## src/rtl/l2_arbiter_if.sv

```systemverilog
// ---------------------------------------------------------------------------
// l2_arbiter_if
//   Bundles the L1 I-cache miss port, the L1 D-cache miss/writeback port and
//   the single line-wide L2 port that l2_arbiter multiplexes.
//
//   Handshake: a requester raises its read/write strobe with a stable
//   address (and write line) and holds it until it sees a one-cycle *_resp
//   pulse; the returned line is valid on *_rdata from that pulse onwards.
//   The arbiter holds l2_read/l2_write with a stable address/line until the
//   L2 returns a one-cycle l2_resp with l2_rdata valid in that same cycle.
//
//   Modports:
//     slave  - the arbiter's view (takes requests, drives the L2 command)
//     master - the surrounding system's view (L1 caches and L2)
// ---------------------------------------------------------------------------
interface l2_arbiter_if #(
    parameter int ADDR_W = 32,
    parameter int LINE_W = 256
);
    logic [ADDR_W-1:0] i_address;
    logic              i_read;
    logic [LINE_W-1:0] i_rdata;
    logic              i_resp;

    logic [ADDR_W-1:0] d_address;
    logic              d_read;
    logic              d_write;
    logic [LINE_W-1:0] d_wdata;
    logic [LINE_W-1:0] d_rdata;
    logic              d_resp;

    logic [ADDR_W-1:0] l2_address;
    logic              l2_read;
    logic              l2_write;
    logic [LINE_W-1:0] l2_wdata;
    logic [LINE_W-1:0] l2_rdata;
    logic              l2_resp;

    modport slave (
        input  i_address, i_read,
        output i_rdata, i_resp,
        input  d_address, d_read, d_write, d_wdata,
        output d_rdata, d_resp,
        output l2_address, l2_read, l2_write, l2_wdata,
        input  l2_rdata, l2_resp
    );

    modport master (
        output i_address, i_read,
        input  i_rdata, i_resp,
        output d_address, d_read, d_write, d_wdata,
        input  d_rdata, d_resp,
        input  l2_address, l2_read, l2_write, l2_wdata,
        output l2_rdata, l2_resp
    );
endinterface

```

## src/rtl/l2_arbiter.sv

```systemverilog
// ---------------------------------------------------------------------------
// l2_arbiter
//   Shares the single line-wide L2 port between the L1 I-cache and L1 D-cache
//   miss paths. One requester is granted in IDLE, its command is registered
//   and held on the L2 port until l2_resp, then the line is returned with a
//   one-cycle *_resp pulse, followed by one DONE turnaround cycle.
//
//   Ports:
//     clk       - clock, all state on the rising edge
//     rst       - synchronous reset, active low
//     bus       - l2_arbiter_if.slave (I-cache, D-cache and L2 signals)
//     state_dbg - current FSM state (0 IDLE, 1 BUSY_I, 2 BUSY_D, 3 DONE)
//
//   Configuration macro: L2_ARB_RR_EN
//     defined   - round-robin on contention (grant the side != last_grant)
//     undefined - fixed priority, the D-cache always wins contention
// ---------------------------------------------------------------------------
module l2_arbiter #(
    parameter int ADDR_W = 32,
    parameter int LINE_W = 256
) (
    input  logic        clk,
    input  logic        rst,
    l2_arbiter_if.slave bus,
    output logic [1:0]  state_dbg
);

    typedef enum logic [1:0] {
        IDLE   = 2'd0,
        BUSY_I = 2'd1,
        BUSY_D = 2'd2,
        DONE   = 2'd3
    } state_t;

    state_t            state;
    logic              last_grant_d;   // 1 = D was served last, 0 = I
    logic              op_write_q;
    logic [ADDR_W-1:0] addr_q;
    logic [LINE_W-1:0] wdata_q;

    logic req_i;
    logic req_d;
    logic grant_d;
    logic grant_i;

    assign req_i = bus.i_read;
    assign req_d = bus.d_read | bus.d_write;

`ifdef L2_ARB_RR_EN
    // On contention D only wins when I was the last one served.
    assign grant_d = req_d & (~req_i | ~last_grant_d);
`else
    assign grant_d = req_d;
`endif
    assign grant_i = req_i & ~grant_d;

    // The L2 command is decoded from state plus the registered op, so it
    // stays constant for the whole BUSY phase and drops as soon as the FSM
    // leaves BUSY.
    assign bus.l2_read    = ((state == BUSY_I) || (state == BUSY_D)) && !op_write_q;
    assign bus.l2_write   = (state == BUSY_D) && op_write_q;
    assign bus.l2_address = addr_q;
    assign bus.l2_wdata   = wdata_q;

    assign state_dbg = state;

    always_ff @(posedge clk) begin
        if (!rst) begin
            state        <= IDLE;
            last_grant_d <= 1'b1;
            op_write_q   <= 1'b0;
            addr_q       <= '0;
            wdata_q      <= '0;
            bus.i_rdata  <= '0;
            bus.d_rdata  <= '0;
            bus.i_resp   <= 1'b0;
            bus.d_resp   <= 1'b0;
        end else begin
            bus.i_resp <= 1'b0;
            bus.d_resp <= 1'b0;
            case (state)
                IDLE: begin
                    if (grant_d) begin
                        state      <= BUSY_D;
                        addr_q     <= bus.d_address;
                        // A simultaneous read+write is the writeback half of a
                        // dirty eviction; the refill read is re-requested later.
                        op_write_q <= bus.d_write;
                        wdata_q    <= bus.d_wdata;
                    end else if (grant_i) begin
                        state      <= BUSY_I;
                        addr_q     <= bus.i_address;
                        op_write_q <= 1'b0;
                    end
                end
                BUSY_I: begin
                    if (bus.l2_resp) begin
                        bus.i_rdata  <= bus.l2_rdata;
                        bus.i_resp   <= 1'b1;
                        last_grant_d <= 1'b0;
                        state        <= DONE;
                    end
                end
                BUSY_D: begin
                    if (bus.l2_resp) begin
                        bus.d_rdata  <= bus.l2_rdata;
                        bus.d_resp   <= 1'b1;
                        last_grant_d <= 1'b1;
                        state        <= DONE;
                    end
                end
                // Turnaround cycle so the served requester can drop its held
                // strobe before arbitration looks at it again.
                DONE: state <= IDLE;
                default: state <= IDLE;
            endcase
        end
    end

endmodule

```

## src/flat_wrapper.sv

```systemverilog
// flat-port wrapper written by rule: the top's interface ports become plain ports
module l2_arbiter_flat 
#(
    parameter int ADDR_W = 32,
    parameter int LINE_W = 256
)
  (clk, rst, state_dbg, bus_i_address, bus_i_read, bus_i_rdata, bus_i_resp, bus_d_address, bus_d_read, bus_d_write, bus_d_wdata, bus_d_rdata, bus_d_resp, bus_l2_address, bus_l2_read, bus_l2_write, bus_l2_wdata, bus_l2_rdata, bus_l2_resp);
  l2_arbiter_if #(.ADDR_W(ADDR_W), .LINE_W(LINE_W)) bus_i ();
  input  logic clk;
  input  logic rst;
  output logic [1:0] state_dbg;
  input wire logic [$bits(bus_i.i_address)-1:0] bus_i_address;
  input wire logic [$bits(bus_i.i_read)-1:0] bus_i_read;
  output wire logic [$bits(bus_i.i_rdata)-1:0] bus_i_rdata;
  output wire logic [$bits(bus_i.i_resp)-1:0] bus_i_resp;
  input wire logic [$bits(bus_i.d_address)-1:0] bus_d_address;
  input wire logic [$bits(bus_i.d_read)-1:0] bus_d_read;
  input wire logic [$bits(bus_i.d_write)-1:0] bus_d_write;
  input wire logic [$bits(bus_i.d_wdata)-1:0] bus_d_wdata;
  output wire logic [$bits(bus_i.d_rdata)-1:0] bus_d_rdata;
  output wire logic [$bits(bus_i.d_resp)-1:0] bus_d_resp;
  output wire logic [$bits(bus_i.l2_address)-1:0] bus_l2_address;
  output wire logic [$bits(bus_i.l2_read)-1:0] bus_l2_read;
  output wire logic [$bits(bus_i.l2_write)-1:0] bus_l2_write;
  output wire logic [$bits(bus_i.l2_wdata)-1:0] bus_l2_wdata;
  input wire logic [$bits(bus_i.l2_rdata)-1:0] bus_l2_rdata;
  input wire logic [$bits(bus_i.l2_resp)-1:0] bus_l2_resp;
  assign bus_i.i_address = bus_i_address;
  assign bus_i.i_read = bus_i_read;
  assign bus_i_rdata = bus_i.i_rdata;
  assign bus_i_resp = bus_i.i_resp;
  assign bus_i.d_address = bus_d_address;
  assign bus_i.d_read = bus_d_read;
  assign bus_i.d_write = bus_d_write;
  assign bus_i.d_wdata = bus_d_wdata;
  assign bus_d_rdata = bus_i.d_rdata;
  assign bus_d_resp = bus_i.d_resp;
  assign bus_l2_address = bus_i.l2_address;
  assign bus_l2_read = bus_i.l2_read;
  assign bus_l2_write = bus_i.l2_write;
  assign bus_l2_wdata = bus_i.l2_wdata;
  assign bus_i.l2_rdata = bus_l2_rdata;
  assign bus_i.l2_resp = bus_l2_resp;
  l2_arbiter #(.ADDR_W(ADDR_W), .LINE_W(LINE_W)) u_core (.clk(clk), .rst(rst), .bus(bus_i), .state_dbg(state_dbg));
endmodule
```

## config.mk

```make
export PLATFORM = sky130hd
export DESIGN_NAME = l2_arbiter_flat
export DESIGN_NICKNAME = d
export VERILOG_FILES = /design/src/rtl/l2_arbiter_if.sv /design/src/rtl/l2_arbiter.sv /design/src/flat_wrapper.sv
export SDC_FILE = /design/constraint.sdc
export NUM_CORES = 2
export LEC_CHECK = 0
export CELL_PAD_IN_SITES_DETAIL_PLACEMENT = 1
export CELL_PAD_IN_SITES_GLOBAL_PLACEMENT = 1
export CORE_AREA = 5 5 543 545
export CTS_CLUSTER_SIZE = 8
export DETAILED_ROUTE_END_ITERATION = 6
export DIE_AREA = 0 0 548 550
export PLACE_DENSITY = 0.33
export SETUP_SLACK_MARGIN = 0.2
export SYNTH_ARGS = -nofsm -noshare
export SYNTH_HDL_FRONTEND = slang
export SYNTH_SLANG_ARGS = --single-unit
```

## constraint.sdc

```tcl
create_clock -name clk -period 1.67 [get_ports clk]
set_input_delay 0.334 -clock clk [delete_from_list [all_inputs] [get_ports clk]]
set_output_delay 0.334 -clock clk [all_outputs]
set_load 0.03 [all_outputs]
```

==> flow_metrics.py <==
metrics = {
    "outcome": {
        "status": "complete, but fails checks",
        "failed_checks": "setup timing",
    },
    "clocking": {
        "h-tree-depth": 3,
        "clk_pin_slew_worst_paths_ps": 50,
        "cts.sinks": 805,
        "clk_latency_ps": 820,
        "clockBufferDepth": 4,
        "cts_tree": "built",
        "cts_root_buf": "clkbuf_16",
        "numCtsBuffers": 121,
    },
    "timing": {
        "setup_ws_ps": -428,
        "drv_slew": 0,
        "setup_violations": 585,
        "grt_setup_unrepaired": "true",
        "fin_crit_ps": 2100,
        "fin_crit_sh": 1.26,
        "maxSlewHeadroom": 0.673,
        "finalSetupTns_ps": -66120,
        "finalClockSkew_ps": 23.0,
        "clock.fmax_ghz": 0.477,
        "hold_violations": 0,
        "tightest_slew_ps": 489,
    },
    "cells_and_area": {
        "syn_to_final_growth_pct": 115,
        "regArea_mm2": 0.0169,
        "final_core_util": 0.206,
        "multiInputGateArea_mm2": 0.0129,
        "n_fill_cell": 33300,
        "drive_gt1_frac": 0.442,
        "final_common_cell": "nand2_1",
        "nNetsFinal": 5878,
        "layout_common_cells": "nand2_1 (1,312), buf_6 (596), a21oi_1 (589)",
        "design_area_mm2": 0.0597,
    },
    "pwr": {
        "p_leak_nw": 22.6,
        "clock_power_share": 0.265,
        "p_sw_mw": 34.8,
        "power_frac_comb": 0.441,
        "power_density_mw_per_mm2": 1470,
        "sequentialPowerShare": 0.295,
        "p_sw_frac": 0.396,
        "finalPower_mw": 87.9,
        "power.internal_mw": 53.0,
        "peakVddDrop_v": 0.000752,
    },
    "synth": {
        "ys_seq_area_frac": 0.579,
        "avgSynthCellArea_um2": 7.93,
        "synth_edf_count": 0,
        "synthFlopType": "dfxtp_1",
        "synthCells": 3507,
        "synth_compound_area_frac": 0.153,
        "synth-simple-area-share": 0.211,
        "synth-warning-count": 0,
        "yosysUniqueCellTypes": 29,
        "synthMuxAreaShare": 0.0115,
        "synth_area_mm2": 0.0278,
        "synthArstFlopShare": 0,
        "synth_top_family_by_area": "simple AND/OR/NAND/NOR gates",
        "synthAdderAreaFrac": 0.00180,
        "syn_nets": 4093,
        "synth_xor_area_frac": 0,
        "synth-seq-cells": 805,
    },
    "critical_path": {
        "cp.depth": 4,
        "worst_path_dominant_cell_family": "flip-flops",
        "required_ps": 1340,
        "cp_cell_sequence": "inv_4, ha_4, nor2b_4, buf_12",
        "worst-path-buf-inv": 2,
        "rr_worst_depth": 12,
        "cp-start-kind": "flip-flop",
        "cp.arrival_ps": 1760,
        "cp_max_fo": 3,
        "cp_slowest_stage_delay_ps": 370,
        "slowest_stage": "dfxtp_4",
        "crit_type": "flip-flop to primary output",
        "endpoint_kind": "primary output",
    },
    "global_routing": {
        "grt_pass1_vias": 33200,
        "grt_max_degree": 53,
        "grt_usage": 0.138,
        "grt_pass1_wl_um": 293000,
        "antenna_found_initial": 126,
        "overflow": 0,
    },
    "drt": {
        "ant_nets": 0,
        "wl_per_cell_um": 25.3,
        "via_per_inst": 3.49,
        "drc": 0,
        "vias": 31900,
        "first_pass_iters": 5,
        "wl_um": 232000,
        "drt-initial-drc-count": 1159,
    },
    "hold_path": {
        "hold_path.class": "input pin to flip-flop",
        "whs_path_depth": 3,
    },
    "floorplanning": {
        "die-area_mm2": 0.301,
        "die_h_um": 550,
        "row_count": 198,
        "initial_utilization": 0.0960,
        "io_pins": 1388,
        "core_mm2": 0.290,
        "die_w_um": 548,
    },
    "place": {
        "gp_congestion": 0.780,
        "dpl_cell_area_mm2": 0.0474,
        "hpwl_um": 175000,
        "pre_cts_ws_ps": -392,
        "portBuffers": 1387,
    },
    "run": {
        "maxCapViolations": 0,
    },
}
## flip-flops by register name, indices dropped and copies added, names as in the netlist
name                   cells
u_core.bus.d_rdata       256
u_core.bus.i_rdata       256
u_core.bus.l2_wdata      256
u_core.bus.l2_address     32
u_core.state_dbg           2
u_core.bus.d_resp          1
u_core.bus.i_resp          1
u_core.op_write_q          1
## area by class of cell
class / count / area share
Timing Repair Buffer: 1932 / 0.364
Clock buffer: 147 / 0.0527
Inverter: 4 / 0.000503
Antenna cell: 36 / 0.00151
Clock inverter: 11 / 0.00283
Tap cell: 3800 / 0.0796
Sequential cell: 805 / 0.283
Multi-Input combinational cell: 2428 / 0.215
## cell usage after synthesis, types with 2 or more instances
master,n,area [um2]
and2_1,3,18.8
inv_1,3,11.3
a21oi_1,800,4000
dfxtp_1,805,16100
nor2_1,3,11.3
ha_1,4,50.1
o21ai_1,2,10.0
clkbuf_2,2,10.0
nand2_1,1538,5770
nor3b_1,2,15.0
clkbuf_1,116,435
buf_4,7,52.6
buf_1,18,67.6
mux2i_1,32,320
o21ai_0,33,165
nor2b_1,2,12.5
buf_2,125,626
## cell families after synthesis
logic type,Yosys count
flip-flops,805
AO/OA/AOI/OAI,842
buffers and inverters,274
AND/OR/NAND/NOR,1550
adder cells (fa/ha/maj),4
multiplexers,32
## stage by stage
step / instances / hold WS [ps]
4_1_cts: 9037 / 0.259
5_1_grt: 9143 / 41.2
3_5_place_dp: 8615 / 447
6_report: 9163 / 115
3_3_place_gp: 8615 / 442
2_1_floorplan: 3507 / 470
## per-layer routing
metal / wire [um] / global-route usage
met1: 92200 / 0.159
met2: 114000 / 0.242
met3: 20000 / 0.0557
met4: 4750 / 0.0272
met5: 717 / 0
## power groups by stage
stage | Combinational [mW] | Sequential, mW | Clock (mW)
floorplan | 8.30 | 31.1 | 0
global route | 41.1 | 26.3 | 25.0
global placement | 32.3 | 24.9 | 0
detailed placement | 32.4 | 25.0 | 0
finish | 38.7 | 25.9 | 23.2
CTS | 35.2 | 25.7 | 24.5
## final timing paths
check / from / endpoint / slack, ps
setup reg to reg: u_core.state_dbg[1]$_SDFFE_PN0P_ / u_core.bus.i_rdata[178]$_SDFFE_PN0P_ / -230
hold reg to reg: u_core.bus.i_rdata[131]$_SDFFE_PN0P_ / u_core.bus.i_rdata[131]$_SDFFE_PN0P_ / 450
hold / removal: bus_d_wdata[186] / u_core.bus.l2_wdata[186]$_SDFFE_PN0P_ / 120
setup / recovery: u_core.state_dbg[1]$_SDFFE_PN0P_ / bus_l2_read / -430
## tightest hold or removal path: stages
cell and delay (ps):
clkdlybuf4s50_1 400, nand2_1 80, a21oi_1 60
## timing repair
item / 4_1_cts / 5_1_grt
setup endpoints to repair: 1610 / 1608
hold buffers: 184 / 0
hold endpoints to repair: 205 / 0
pin swaps: 39 / 406
buffers inserted: 69 / 33
resized for setup: 4752 / 695
gates cloned: 11 / 57
Note: power is estimated with default switching activity, not from simulation.
